## config.mk

```make
export PLATFORM = sky130hd
export DESIGN_NAME = fp_rounding
export DESIGN_NICKNAME = d
export VERILOG_FILES = /design/src/rtl/fp_rounding.sv
export SDC_FILE = /design/constraint.sdc
export NUM_CORES = 1
export LEC_CHECK = 0
export ABC_AREA = 1
export BUFFER_PORTS_ARGS = -buffer_cell sky130_fd_sc_hd__buf_2
export CAP_MARGIN = 0
export CORE_MARGIN = 4
export CORE_UTILIZATION = 25
export DETAILED_ROUTE_END_ITERATION = 8
export PLACE_DENSITY_LB_ADDON = 0.3
export SETUP_SLACK_MARGIN = 0.5
export SYNTH_ARGS = -nofsm -noshare
export SYNTH_HDL_FRONTEND = slang
export SYNTH_SLANG_ARGS = --single-unit
```

## constraint.sdc

```tcl
create_clock -name clk -period 11 [get_ports clk]
set_clock_uncertainty 0.2 [all_clocks]
set_input_delay 2.2 -clock clk [delete_from_list [all_inputs] [get_ports clk]]
set_output_delay 2.2 -clock clk [all_outputs]
set_load 0.05 [all_outputs]
```

## src/rtl/fp_rounding.sv

```systemverilog
// fp_rounding: fifth stage of the floating-point adder.
// It rounds the normalized mantissa using the guard/round/sticky bits and
// handles the carry out of rounding, the promotion of a subnormal to the
// minimum normal, exponent overflow, infinity and NaN before packing.
// The stage is a two-register pipeline (S1 = captured operands,
// S2 = packed result) with a valid/ready handshake and full backpressure.

`ifndef FP16
`define FP16 16
`endif
`ifndef FP32
`define FP32 32
`endif
`ifndef FP64
`define FP64 64
`endif
`ifndef GET_EXP_LEN
`define GET_EXP_LEN(f) (((f) == `FP64) ? 11 : ((f) == `FP16) ? 5 : 8)
`endif
`ifndef GET_MANTISSA_LEN
`define GET_MANTISSA_LEN(f) (((f) == `FP64) ? 52 : ((f) == `FP16) ? 10 : 23)
`endif
`ifndef GET_PROTECT_LEN
`define GET_PROTECT_LEN(f) 3
`endif

module fp_rounding #(
    parameter int data_format = `FP32
) (
    input  logic                                                                 clk,
    input  logic                                                                 rst_n,
    input  logic                                                                 in_valid,
    output logic                                                                 in_ready,
    input  logic                                                                 in_sign,
    input  logic [`GET_EXP_LEN(data_format)-1:0]                                 in_exp,
    input  logic [`GET_MANTISSA_LEN(data_format)+`GET_PROTECT_LEN(data_format):0] in_mant,
    input  logic                                                                 in_nan,
    input  logic [1:0]                                                           rnd_mode,
    output logic                                                                 out_valid,
    input  logic                                                                 out_ready,
    output logic [`GET_EXP_LEN(data_format)+`GET_MANTISSA_LEN(data_format):0]    out_result,
    output logic                                                                 out_inexact,
    output logic                                                                 out_overflow
);

    localparam int E = `GET_EXP_LEN(data_format);
    localparam int M = `GET_MANTISSA_LEN(data_format);
    localparam int P = `GET_PROTECT_LEN(data_format);
    localparam int W = 1 + E + M;

    localparam logic [E:0] EXP_LIMIT = {1'b0, {E{1'b1}}};

    typedef enum logic [1:0] {
        RND_RNE = 2'd0,
        RND_RTZ = 2'd1,
        RND_RUP = 2'd2,
        RND_RDN = 2'd3
    } rnd_mode_t;

    // S1 operand register
    logic              s1_full;
    logic              s1_sign;
    logic [E-1:0]      s1_exp;
    logic [M+P:0]      s1_mant;
    logic              s1_nan;
    rnd_mode_t         s1_mode;

    // S2 result register
    logic              s2_full;
    logic [W-1:0]      s2_result;
    logic              s2_inexact;
    logic              s2_overflow;

    logic              s1_load;
    logic              s2_load;

    // rounding datapath
    logic [M:0]        kept;
    logic              g;
    logic              st;
    logic              inc;
    logic [M+1:0]      sum;
    logic [E:0]        exp_r;
    logic [M-1:0]      frac;
    logic              ovf;
    logic              to_inf;
    logic [W-1:0]      r_result;
    logic              r_inexact;
    logic              r_overflow;

    assign s2_load      = s1_full && (!s2_full || out_ready);
    assign s1_load      = in_valid && (!s1_full || s2_load);
    assign in_ready     = !s1_full || s2_load;

    assign out_valid    = s2_full;
    assign out_result   = s2_result;
    assign out_inexact  = s2_inexact;
    assign out_overflow = s2_overflow;

    // Capture an accepted beat into S1; S1 empties when it hands over to S2.
    always_ff @(posedge clk or negedge rst_n) begin
        if (!rst_n) begin
            s1_full <= 1'b0;
            s1_sign <= 1'b0;
            s1_exp  <= '0;
            s1_mant <= '0;
            s1_nan  <= 1'b0;
            s1_mode <= RND_RNE;
        end else begin
            if (s1_load) begin
                s1_full <= 1'b1;
                s1_sign <= in_sign;
                s1_exp  <= in_exp;
                s1_mant <= in_mant;
                s1_nan  <= in_nan;
                s1_mode <= rnd_mode_t'(rnd_mode);
            end else if (s2_load) begin
                s1_full <= 1'b0;
            end
        end
    end

    // Round, classify and pack the S1 operands.
    always_comb begin
        kept = s1_mant[M+P:P];
        g    = s1_mant[P-1];
        st   = |s1_mant[P-2:0];

        unique case (s1_mode)
            RND_RNE: inc = g & (st | kept[0]);
            RND_RTZ: inc = 1'b0;
            RND_RUP: inc = ~s1_sign & (g | st);
            RND_RDN: inc = s1_sign & (g | st);
            default: inc = 1'b0;
        endcase

        sum = {1'b0, kept} + {{(M+1){1'b0}}, inc};

        if (sum[M+1]) begin
            frac  = '0;
            exp_r = {1'b0, s1_exp} + (E+1)'(1);
        end else begin
            frac  = sum[M-1:0];
            exp_r = {1'b0, s1_exp} + (E+1)'((s1_exp == '0) && sum[M]);
        end

        // a mantissa that rounds to nothing is a signed zero
        if (sum == '0) begin
            exp_r = '0;
        end

        ovf    = (exp_r >= EXP_LIMIT);
        to_inf = (s1_mode == RND_RNE) ||
                 ((s1_mode == RND_RUP) && !s1_sign) ||
                 ((s1_mode == RND_RDN) && s1_sign);

        r_result   = {s1_sign, exp_r[E-1:0], frac};
        r_inexact  = g | st;
        r_overflow = 1'b0;

        if (s1_nan) begin
            r_result  = {1'b0, {E{1'b1}}, 1'b1, {(M-1){1'b0}}};
            r_inexact = 1'b0;
        end else if (s1_exp == '1) begin
            r_result  = {s1_sign, {E{1'b1}}, {M{1'b0}}};
            r_inexact = 1'b0;
        end else if (ovf) begin
            r_overflow = 1'b1;
            r_inexact  = 1'b1;
            if (to_inf) begin
                r_result = {s1_sign, {E{1'b1}}, {M{1'b0}}};
            end else begin
                r_result = {s1_sign, {(E-1){1'b1}}, 1'b0, {M{1'b1}}};
            end
        end
    end

    // S2 holds the packed result until the consumer takes it.
    always_ff @(posedge clk or negedge rst_n) begin
        if (!rst_n) begin
            s2_full     <= 1'b0;
            s2_result   <= '0;
            s2_inexact  <= 1'b0;
            s2_overflow <= 1'b0;
        end else begin
            if (s2_load) begin
                s2_full     <= 1'b1;
                s2_result   <= r_result;
                s2_inexact  <= r_inexact;
                s2_overflow <= r_overflow;
            end else if (out_ready) begin
                s2_full     <= 1'b0;
            end
        end
    end

endmodule

```

==> results of run 1 <==
## per-stage QoR
stage	setup slack [ns]	power (mW)	std cells	hold slack, ns
2_1_floorplan	5.940	0.6511	522	0.2942
3_3_place_gp	5.904	0.7491	804	0.2628
3_5_place_dp	5.897	0.7514	804	0.2677
4_1_cts	5.895	1.081	820	0.2833
5_1_grt	5.541	1.133	820	0.3017
6_report	5.889	1.068	820	0.2775
## synth_stat cells (all sizes together)
library cell,count,area share
nand2,135,0.13
nor2,91,0.095
dfrtp,75,0.46
inv,55,0.050
a21oi,41,0.050
o21ai,29,0.045
nand3,23,0.028
mux2,14,0.039
clkbuf,10,0.0092
nor3,7,0.0098
o22ai,7,0.011
nand3b,6,0.011
ha,5,0.015
buf,4,0.0080
xor2,4,0.0086
nand4,3,0.0061
nor4,2,0.0031
o21bai,2,0.0046
or2,2,0.0031
xnor2,2,0.0043
a22o,1,0.0021
and2,1,0.0015
clkinv,1,0.00092
o211ai,1,0.0018
o31ai,1,0.0018
## cell families after synthesis
group                      synth area share
and+or+nand+nor                      0.2902
adders and majority gates           0.01529
buffers and inverters               0.06850
xor gates and xnor gates            0.01284
muxes                               0.03853
AOI/OAI and AO/OA                    0.1159
DFF                                  0.4587
## critical path, delay by kind of cell
family / cells / cell delay (ns)
buf+inv: 3 / 0.40
simple gates: 1 / 0.11
## state kept, by name, summed over array words and instances, names as in the netlist
name and cells:
out_result 32, s1_mant 27, s1_exp 8, s1_mode 2
out_inexact 1, out_overflow 1, out_valid 1, s1_full 1
s1_nan 1, s1_sign 1
## layout make-up
cell class | instances | area [um^2] | share of cell area
Clock buffer | 10 | 239.0 | 0.04751
Clock inverter | 6 | 88.84 | 0.01766
Inverter | 56 | 210.2 | 0.04179
Multi-Input combinational cell | 377 | 1937 | 0.3851
Sequential cell | 75 | 1877 | 0.3731
Tap cell | 216 | 270.3 | 0.05373
Timing Repair Buffer | 80 | 407.9 | 0.08109
## placed cells by master (no fill, tap or decap), drive strengths merged
| cell | instances |
|---|---|
| o22ai | 7 |
| bufinv | 2 |
| o211ai | 1 |
| inv | 55 |
| clkbuf | 10 |
| ha | 5 |
| nor4 | 2 |
| xor2 | 4 |
| nand4 | 3 |
| nor3 | 7 |
| mux2 | 14 |
| or2 | 2 |
| o21ai | 29 |
| nand3 | 23 |
| a22o | 1 |
| xnor2 | 2 |
| nand2 | 135 |
| clkinv | 3 |
| dfrtp | 75 |
| clkinvlp | 2 |
| o21bai | 2 |
| a21oi | 41 |
| nand3b | 6 |
| nor2 | 91 |
| buf | 80 |
| and2 | 1 |
| o31ai | 1 |
## worst max path at each step
stage / endpoint / cells after the start / slack, ns / startpoint
2_1_floorplan: in_ready / 2 / 5.94 / out_ready
3_3_place_gp: in_ready / 4 / 5.90 / out_ready
3_5_place_dp: in_ready / 4 / 5.90 / out_ready
4_1_cts: in_ready / 4 / 5.89 / out_ready
5_1_grt: out_result[0]$_DFFE_PN0P_ / 25 / 5.54 / s1_mode[1]$_DFFE_PN0P_
6_report: in_ready / 4 / 5.89 / out_ready
## layer usage
metal  wire [um]  vias up  global-route usage
met2        4749       72              0.1872
met5           0        -                   0
met1        5554     1671              0.1744
li1            -     1829                   -
met3         555       15             0.03368
met4         176        0             0.03975
## where the power goes
group	switching, mW	total [mW]	leakage [nW]	internal, mW
Clock	0.121	0.325	0.155	0.205
Combinational	0.265	0.364	1.40	0.0985
Sequential	0.0444	0.379	0.876	0.335
==> out/results.ini, run 1 <==
[route]
dr.pass1.iters = 4
vias_per_cell = 4.374
drt-wirelength-per-cell_um = 13.46
drc = 0
drt-initial-drc-count = 207
antenna_left = 0
wl_um = 11040
vias = 3587

[global_routing]
grt_max_degree = 76
antenna_found_initial = 0
grt_pass1_vias = 3539
grt_pass1_wl_um = 18000
gr-total-overflow = 0
groute.usage.overall = 0.1246

[sta]
setup_viol = 0
max-slew-margin-rel = 0.3339
fmax_mhz = 195.7
post-route-period-util = 0.4646
fin_tns_setup_ns = 0
rsz0062_at_grt = false
finalMaxSlewViolations = 0
hold_viol_final = 0
tightest_slew_ns = 0.9991
fin_crit_ns = 5.111

[min_path]
hp-start = out_result[17]$_DFFE_PN0P_
hp-class = reg -> reg
min_to = out_result[17]$_DFFE_PN0P_
min_delay_path_depth = 2

[clocking]
cts_tree = built
h-tree-depth = 3
hold_buffers = 0
post_cts_resized = 0
clk_pin_slew_ns = 0.06
clk_path_buf_depth = 2
cts.sinks = 75
cts_setup_buffers = 0
cts_made_buffers = 9
clock_latency_ns = 0.35
cts-root-buf = clkbuf_16

[setup_path]
crit_chain = buf_2 -> inv_1 -> nand3_1 -> buf_2
r2r_start = s1_mode[1]$_DFFE_PN0P_
crit_slowest_cell = buf_2
cp_max_fo = 3
path_class = in -> out
rrSetupSlack_ns = 6.00
start_kind = primary input
reg2reg_depth = 25
critPathMaxStageDelay_ns = 0.28
cp.required_ns = 8.60
r2r-end = out_result[3]$_DFFE_PN0P_
path_common_cell = buf_2
worstPathArrival_ns = 2.71
end_kind = output port

[layout]
fin_nets = 647
post-route-util = 0.3155
antennaDiodeCount = 0
fill_cells = 1763
drive_above_1_share = 0.2384
area_growth_syn_to_layout_pct = 22.94
fin_area_mm2 = 0.005030

[synthesis]
ys_ff_latch = 75
seq_area_frac_synth = 0.4587
syn_area_mm2 = 0.004091
syn-instance-count = 522
synth_nets = 570
ys_types = 36
synth.avg_cell_area_um2 = 7.838
ys_warn_count = 0

[place]
place_congestion = 0.8363
io_buffers = 78
hpwl_um = 8260
placed_area_mm2 = 0.004702

[floorplan]
die_y_um = 135.9
die_area_mm2 = 0.01848
start_util = 0.2566
die_x_um = 135.9
rows = 46
io_pins = 79
core_area_mm2 = 0.01594

[status]
status = complete, no violations

[pwr]
irDropWorstVdd_uv = 79.20
leakage_nw = 2.430
power_density_mw_per_mm2 = 212.4

[flow_run]
max_cap_violations = 0

Note: power is estimated with default switching activity, not from simulation.
==> run 2: changes to the inputs <==
--- a/config.mk
+++ b/config.mk
@@ -5,7 +5,7 @@
 export SDC_FILE = /design/constraint.sdc
 export NUM_CORES = 1
 export LEC_CHECK = 0
-export ABC_AREA = 1
+export ABC_AREA = 0
 export BUFFER_PORTS_ARGS = -buffer_cell sky130_fd_sc_hd__buf_2
 export CAP_MARGIN = 0
 export CORE_MARGIN = 4
==> constraint.sdc (replaced) <==
create_clock -name clk -period 4.75 [get_ports clk]
set_clock_uncertainty 0.2 [all_clocks]
set_input_delay 0.95 -clock clk [delete_from_list [all_inputs] [get_ports clk]]
set_output_delay 0.95 -clock clk [all_outputs]
set_load 0.05 [all_outputs]
==> out/results.ini, run 2 <==
[setup_path]
startpoint = s1_mode[0]$_DFFE_PN0P_
cp.required_ns = 4.83  ; -3.77 ns
cp_max_fo = 7  ; +4
rrSetupSlack_ns = 0.50  ; -5.50 ns
path_common_cell = buf_6
path_class = reg -> reg
r2r_start = s1_mode[0]$_DFFE_PN0P_
worstPathArrival_ns = 4.33  ; +1.62 ns
endpoint = out_result[21]$_DFFE_PN0P_
r2r-end = out_result[21]$_DFFE_PN0P_
critPathMaxStageDelay_ns = 0.39  ; +0.11 ns
crit_chain = and2_4 -> ha_4 -> nor2_1 -> nand2_1 -> o21ai_1 -> ha_2 -> buf_6 -> ha_4 -> nand4_4 -> nor2_4 -> and3_4 -> a31oi_1 -> o21ai_1 -> ha_1 -> nor2b_4 -> maj3_2 -> a21oi_2 -> nand3b_1 -> buf_6 -> buf_6 -> and3_4 -> buf_8 -> a22oi_2 -> nand2_2
reg2reg_depth = 24  ; -4.0%
crit_slowest_cell = dfrtp_1
end_kind = flip-flop
start_kind = flip-flop

[synthesis]
ys_warn_count = 0  ; unchanged
synth.avg_cell_area_um2 = 10.52  ; +34%
synth_most_common_cell = dfrtp_1
ys_types = 48  ; +33%
synth-async-reset-ratio = 1.000  ; unchanged
syn_area_mm2 = 0.004061  ; -0.73%
yosysTopAreaCell = dfrtp_1
synth_nets = 434  ; -24%
yosys_most_used_dff = dfrtp_1
syn-instance-count = 386  ; -26%
seq_area_frac_synth = 0.4621  ; +0.003392
synth_top_area_share = 0.4621  ; +0.003392
synth.area.top_cells = dfrtp_1 46%, mux2_2 11%, xnor2_1 4.1%
ys_ff_latch = 75  ; unchanged
synth-edff-count = 0  ; unchanged
netlist_top_cells_count = 75 x dfrtp_1, 41 x mux2_2, 30 x nand2_1

[flow_run]
max_cap_violations = 0  ; unchanged

[clocking]
clock_latency_ns = 0.34  ; about the same
clk_pin_slew_ns = 0.06  ; about the same
h-tree-depth = 3  ; unchanged
cts_tree = built
clk_path_buf_depth = 2  ; unchanged
hold_buffers = 0  ; unchanged
cts_made_buffers = 9  ; unchanged
cts.sinks = 75  ; unchanged
cts-root-buf = clkbuf_16

[layout]
fill_cells = 1647  ; -6.6%
fin_nets = 536  ; -17%
drive_above_1_share = 0.4604  ; +0.2220
regArea_mm2 = 0.001877  ; unchanged
final_common_cell = buf_2
area_growth_syn_to_layout_pct = 34.10
largest_reg_flops = 32  ; unchanged
antennaDiodeCount = 0  ; unchanged
layout_common_cells = 77 x buf_2, 75 x dfrtp_1, 41 x mux2_2
multiInputGateArea_mm2 = 0.002235  ; +15%

[floorplan]
die_x_um = 135.5  ; -0.35%
start_util = 0.2557  ; -0.0009606
die_y_um = 135.5  ; -0.35%
io_pins = 79  ; unchanged
core_area_mm2 = 0.01589  ; -0.36%
die_area_mm2 = 0.01835  ; -0.69%
rows = 46  ; unchanged

[global_routing]
grt_max_degree = 76  ; unchanged
groute.usage.overall = 0.1240  ; -0.0006087
grt_pass1_vias = 3357  ; -5.1%
gr-total-overflow = 0  ; unchanged
antenna_found_initial = 0  ; unchanged
grt_pass1_wl_um = 17950  ; -0.23%

[sta]
tightest_slew_ns = 0.9677  ; -0.03146 ns
max-slew-margin-rel = 0.3549  ; +0.02097
hold_viol_final = 0  ; unchanged
post-route-period-util = 0.8953
setup_viol = 0  ; unchanged
rsz0062_at_grt = true
fin_crit_ns = 4.253
fmax_mhz = 235.2
finalMaxSlewViolations = 0  ; unchanged
hold_ws_ns = 0.2680  ; -0.009436 ns
fin_tns_setup_ns = 0  ; unchanged

[place]
place_congestion = 0.8182  ; -2.2%
hpwl_um = 7989  ; -3.3%
io_buffers = 78  ; unchanged

[route]
drt-initial-drc-count = 194  ; -6.3%
wl_um = 11360  ; +3.0%
dr.pass1.iters = 4  ; unchanged
drt-wirelength-per-cell_um = 16.03  ; +19%
vias = 3339  ; -6.9%
antenna_left = 0  ; unchanged
vias_per_cell = 4.709  ; +7.7%
drc = 0  ; unchanged

[pwr]
power_density_mw_per_mm2 = 416.6  ; +96%
irDropWorstVdd_uv = 192.9  ; +140%
leakage_nw = 2.371  ; -2.4%
total_power_mw = 2.269  ; +110%

[min_path]
hp-class = reg -> reg

[status]
status = complete, no violations

-- run 2: area by class of cell --
type,count,area share
inverters,6,0.004135
repair buffers,113,0.1348
well taps,216,0.04962
flip-flops and latches,75,0.3446
clock inverters,1,0.005513
clock buffers,15,0.05100
multi-input cells,283,0.4103
-- run 2: worst min path at each step --
stage                               startpoint                          to  cells after the start
global placement    out_result[31]$_DFFE_PN0P_  out_result[31]$_DFFE_PN0P_                      2
detailed placement  out_result[31]$_DFFE_PN0P_  out_result[31]$_DFFE_PN0P_                      2
floorplan                  s1_full$_DFFE_PN0P_       out_valid$_DFFE_PN0P_                      1
global route        out_result[31]$_DFFE_PN0P_  out_result[31]$_DFFE_PN0P_                      2
finish              out_result[31]$_DFFE_PN0P_  out_result[31]$_DFFE_PN0P_                      2
CTS                 out_result[31]$_DFFE_PN0P_  out_result[31]$_DFFE_PN0P_                      2
-- run 2: repair_timing --
action | 4_1_cts | 5_1_grt
endpoints found under the setup margin | 26 | 26
buffers inserted | 14 | 9
pin swaps | 12 | 28
endpoints found under the hold margin | 0 | 0
gates cloned | 1 | 0
gates resized for setup | 28 | 17
-- run 2: power breakdown --
group	switching (mW)	internal [mW]
Clock	0.257	0.451
Combinational	0.433	0.247
Sequential	0.133	0.748
Total	0.823	1.45
-- run 2: layer usage --
layer,share of wire,GRT usage,up-vias
met1,0.45,0.1566,1651
met4,0.0098,0.02520,0
li1,-,-,1596
met5,0,0,-
met2,0.48,0.2088,81
met3,0.062,0.04012,11
-- run 2: cells by family (layout without fill, tap and decap cells) --
logic type                 after synthesis  after routing  share of synthesized area
and+or+nand+nor                        141            141                     0.1938
DFF                                     75             75                     0.4621
AOI/OAI and AO/OA                       63             63                     0.1118
muxes                                   42             42                     0.1161
xor gates and xnor gates                31             31                    0.06685
buffers and inverters                   28            135                    0.03142
adders and majority gates                6              6                    0.01787
-- run 2: worst max-delay path, delay by kind of cell (launching register included) --
| family | cells | cell delay [ns] |
|---|---|---|
| AO/OA/AOI/OAI | 5 | 0.56 |
| adder cells (fa/ha/maj) | 5 | 1.17 |
| buffers and inverters | 4 | 0.49 |
| flip-flops | 1 | 0.39 |
| AND/OR/NAND/NOR | 10 | 1.39 |
-- run 2: metrics by stage --
step / instance area, um^2 / setup WS (ns) / utilization / std cells
2_1_floorplan: 4070 / 0.5419 / - / 386
3_3_place_gp: 4722 / 0.2665 / 0.2973 / 669
3_5_place_dp: 4722 / 0.1526 / 0.2973 / 669
4_1_cts: 5296 / 0.4585 / 0.3334 / 700
5_1_grt: 5446 / 0.3142 / 0.3429 / 709
6_report: 5446 / 0.4974 / 0.3429 / 709
==> run 3: changes to the inputs <==
--- a/config.mk
+++ b/config.mk
@@ -11,8 +11,10 @@
 export CORE_MARGIN = 4
 export CORE_UTILIZATION = 25
 export DETAILED_ROUTE_END_ITERATION = 8
+export MAX_ROUTING_LAYER = met4
 export PLACE_DENSITY_LB_ADDON = 0.3
 export SETUP_SLACK_MARGIN = 0.5
+export SLEW_MARGIN = 15
 export SYNTH_ARGS = -nofsm -noshare
 export SYNTH_HDL_FRONTEND = slang
 export SYNTH_SLANG_ARGS = --single-unit
==> out/results.ini, run 3 (synthesized netlist as in run 2, its figures left out) <==
[setup_path]
cp_max_fo = 7  ; unchanged
crit_buf_inv = 4  ; unchanged
crit_slowest_cell = dfrtp_1
crit_cells = 24  ; unchanged
cp_top_family = simple AND/OR/NAND/NOR gates
critPathMaxStageDelay_ns = 0.39  ; about the same
reg2reg_depth = 24  ; unchanged
path_class = reg -> reg
worstPathArrival_ns = 4.34  ; about the same
cp.required_ns = 4.83  ; about the same
start_kind = flip-flop
end_kind = flip-flop
crit_chain = and2_4 -> ha_4 -> nor2_1 -> nand2_1 -> o21ai_1 -> ha_2 -> buf_6 -> ha_4 -> nand4_4 -> nor2_4 -> and3_4 -> a31oi_1 -> o21ai_1 -> ha_1 -> nor2b_4 -> maj3_2 -> a21oi_2 -> nand3b_1 -> buf_6 -> buf_6 -> and3_4 -> buf_8 -> a22oi_2 -> nand2_2
path_common_cell = buf_6

[route]
wl_um = 11350  ; -0.11%
vias_per_cell = 4.732  ; +0.48%
drt-initial-drc-count = 189  ; -2.6%
vias = 3355  ; +0.48%
drc = 0  ; unchanged
drt-wirelength-per-cell_um = 16.01  ; -0.11%
dr.pass1.iters = 4  ; unchanged
antenna_left = 0  ; unchanged

[layout]
area_growth_syn_to_layout_pct = 34.10  ; unchanged
drive_above_1_share = 0.4604  ; unchanged
fin_nets = 536  ; unchanged
final_common_cell = buf_2
largest_reg_flops = 32  ; unchanged
multiInputGateArea_mm2 = 0.002235  ; unchanged
layout_common_cells = 77 x buf_2, 75 x dfrtp_1, 41 x mux2_2
antennaDiodeCount = 0  ; unchanged
regArea_mm2 = 0.001877  ; unchanged
fill_cells = 1647  ; unchanged

[sta]
tightest_slew_ns = 0.9586  ; -0.009056 ns
fin_tns_setup_ns = 0  ; unchanged
post-route-period-util = 0.8972  ; +0.001878
fin_crit_ns = 4.261  ; +0.008919 ns
setup_viol = 0  ; unchanged
hold_viol_final = 0  ; unchanged
fmax_mhz = 234.7  ; -0.21%
finalMaxSlewViolations = 0  ; unchanged
hold_ws_ns = 0.2680  ; -0.00004600 ns
rsz0062_at_grt = true
max-slew-margin-rel = 0.3609  ; +0.006038
final.setup.worst_slack_ns = 0.4885  ; -0.008919 ns

[min_path]
min_delay_path_depth = 2  ; unchanged
hp-class = reg -> reg

[clocking]
clock_latency_ns = 0.34  ; about the same
hold_buffers = 0  ; unchanged
cts-root-buf = clkbuf_16
cts_made_buffers = 9  ; unchanged
cts_tree = built
clk_path_buf_depth = 2  ; unchanged
h-tree-depth = 3  ; unchanged
clk_pin_slew_ns = 0.06  ; about the same
cts.sinks = 75  ; unchanged

[pwr]
leakage_nw = 2.371  ; unchanged
irDropWorstVdd_uv = 191.8  ; -0.57%
power_density_mw_per_mm2 = 416.5  ; about the same

[place]
io_buffers = 78  ; unchanged
hpwl_um = 7989  ; unchanged
place_congestion = 0.8304  ; +1.5%
pre_cts_ws_ns = 0.1526  ; unchanged

[global_routing]
grt_max_degree = 76  ; unchanged
antenna_found_initial = 0  ; unchanged
grt_pass1_vias = 3344  ; -0.39%
groute.usage.overall = 0.1277  ; +0.003681
gr-total-overflow = 0  ; unchanged
grt_pass1_wl_um = 17950  ; about the same

[status]
status = complete, no violations

[floorplan]
die_area_mm2 = 0.01835  ; unchanged
io_pins = 79  ; unchanged
die_y_um = 135.5  ; unchanged
start_util = 0.2557  ; unchanged
rows = 46  ; unchanged
core_area_mm2 = 0.01589  ; unchanged
die_x_um = 135.5  ; unchanged

[flow_run]
max_cap_violations = 0  ; unchanged

[run 3: final timing paths]
path                                             from                         end  slack [ns]
min reg2reg                out_result[31]$_DFFE_PN0P_  out_result[31]$_DFFE_PN0P_        0.27
max in group asynchronous                       rst_n     s1_mant[10]$_DFFE_PN0P_        3.16
max                            s1_mode[0]$_DFFE_PN0P_  out_result[21]$_DFFE_PN0P_        0.49
min in group asynchronous                       rst_n       s1_exp[4]$_DFFE_PN0P_        0.56
min                        out_result[31]$_DFFE_PN0P_  out_result[31]$_DFFE_PN0P_        0.27
max reg2reg                    s1_mode[0]$_DFFE_PN0P_  out_result[21]$_DFFE_PN0P_        0.49
[run 3: stage by stage]
stage	util	total power, mW	instance area [um^2]	cells
3_5_place_dp	0.2973	1.519	4722	669
4_1_cts	0.3334	2.273	5296	700
3_3_place_gp	0.2973	1.513	4722	669
2_1_floorplan	-	1.333	4070	386
6_report	0.3429	2.268	5446	709
5_1_grt	0.3429	2.382	5446	709
[run 3: timing repair]
item,4_1_cts,5_1_grt
resized for setup,28,17
cloned,1,0
setup buffers,14,9
setup endpoints to repair,26,26
pin swaps,12,28
[run 3: worst register-to-register path, stage by stage (launching register included)]
cell,delay (ns)
dfrtp_1,0.39
and2_4,0.15
ha_4,0.22
nor2_1,0.09
nand2_1,0.05
o21ai_1,0.07
ha_2,0.23
buf_6,0.11
ha_4,0.15
nand4_4,0.09
nor2_4,0.17
and3_4,0.23
a31oi_1,0.09
o21ai_1,0.19
ha_1,0.28
nor2b_4,0.14
maj3_2,0.30
a21oi_2,0.14
nand3b_1,0.22
buf_6,0.14
buf_6,0.09
and3_4,0.19
buf_8,0.15
a22oi_2,0.07
nand2_2,0.07
[run 3: per-layer routing]
layer,GRT usage,vias to the layer above,routed length (um)
li1,-,1596,-
met1,0.1594,1663,5128
met2,0.2080,84,5466
met3,0.03715,12,640
met4,0.02520,0,116
met5,-,-,0
[run 3: layout make-up]
class | count | share of cell area
clock buffers | 15 | 0.05100
clock inverters | 1 | 0.005513
inverters | 6 | 0.004135
multi-input cells | 283 | 0.4103
flip-flops and latches | 75 | 0.3446
well taps | 216 | 0.04962
repair buffers | 113 | 0.1348
[run 3: report_power, final]
part | leakage, nW | internal [mW] | switching (mW) | total [mW]
clock | 0.150 | 0.451 | 0.257 | 0.707
sequential | 0.894 | 0.748 | 0.132 | 0.881
combinational | 1.33 | 0.247 | 0.434 | 0.681
total | 2.37 | 1.45 | 0.822 | 2.27
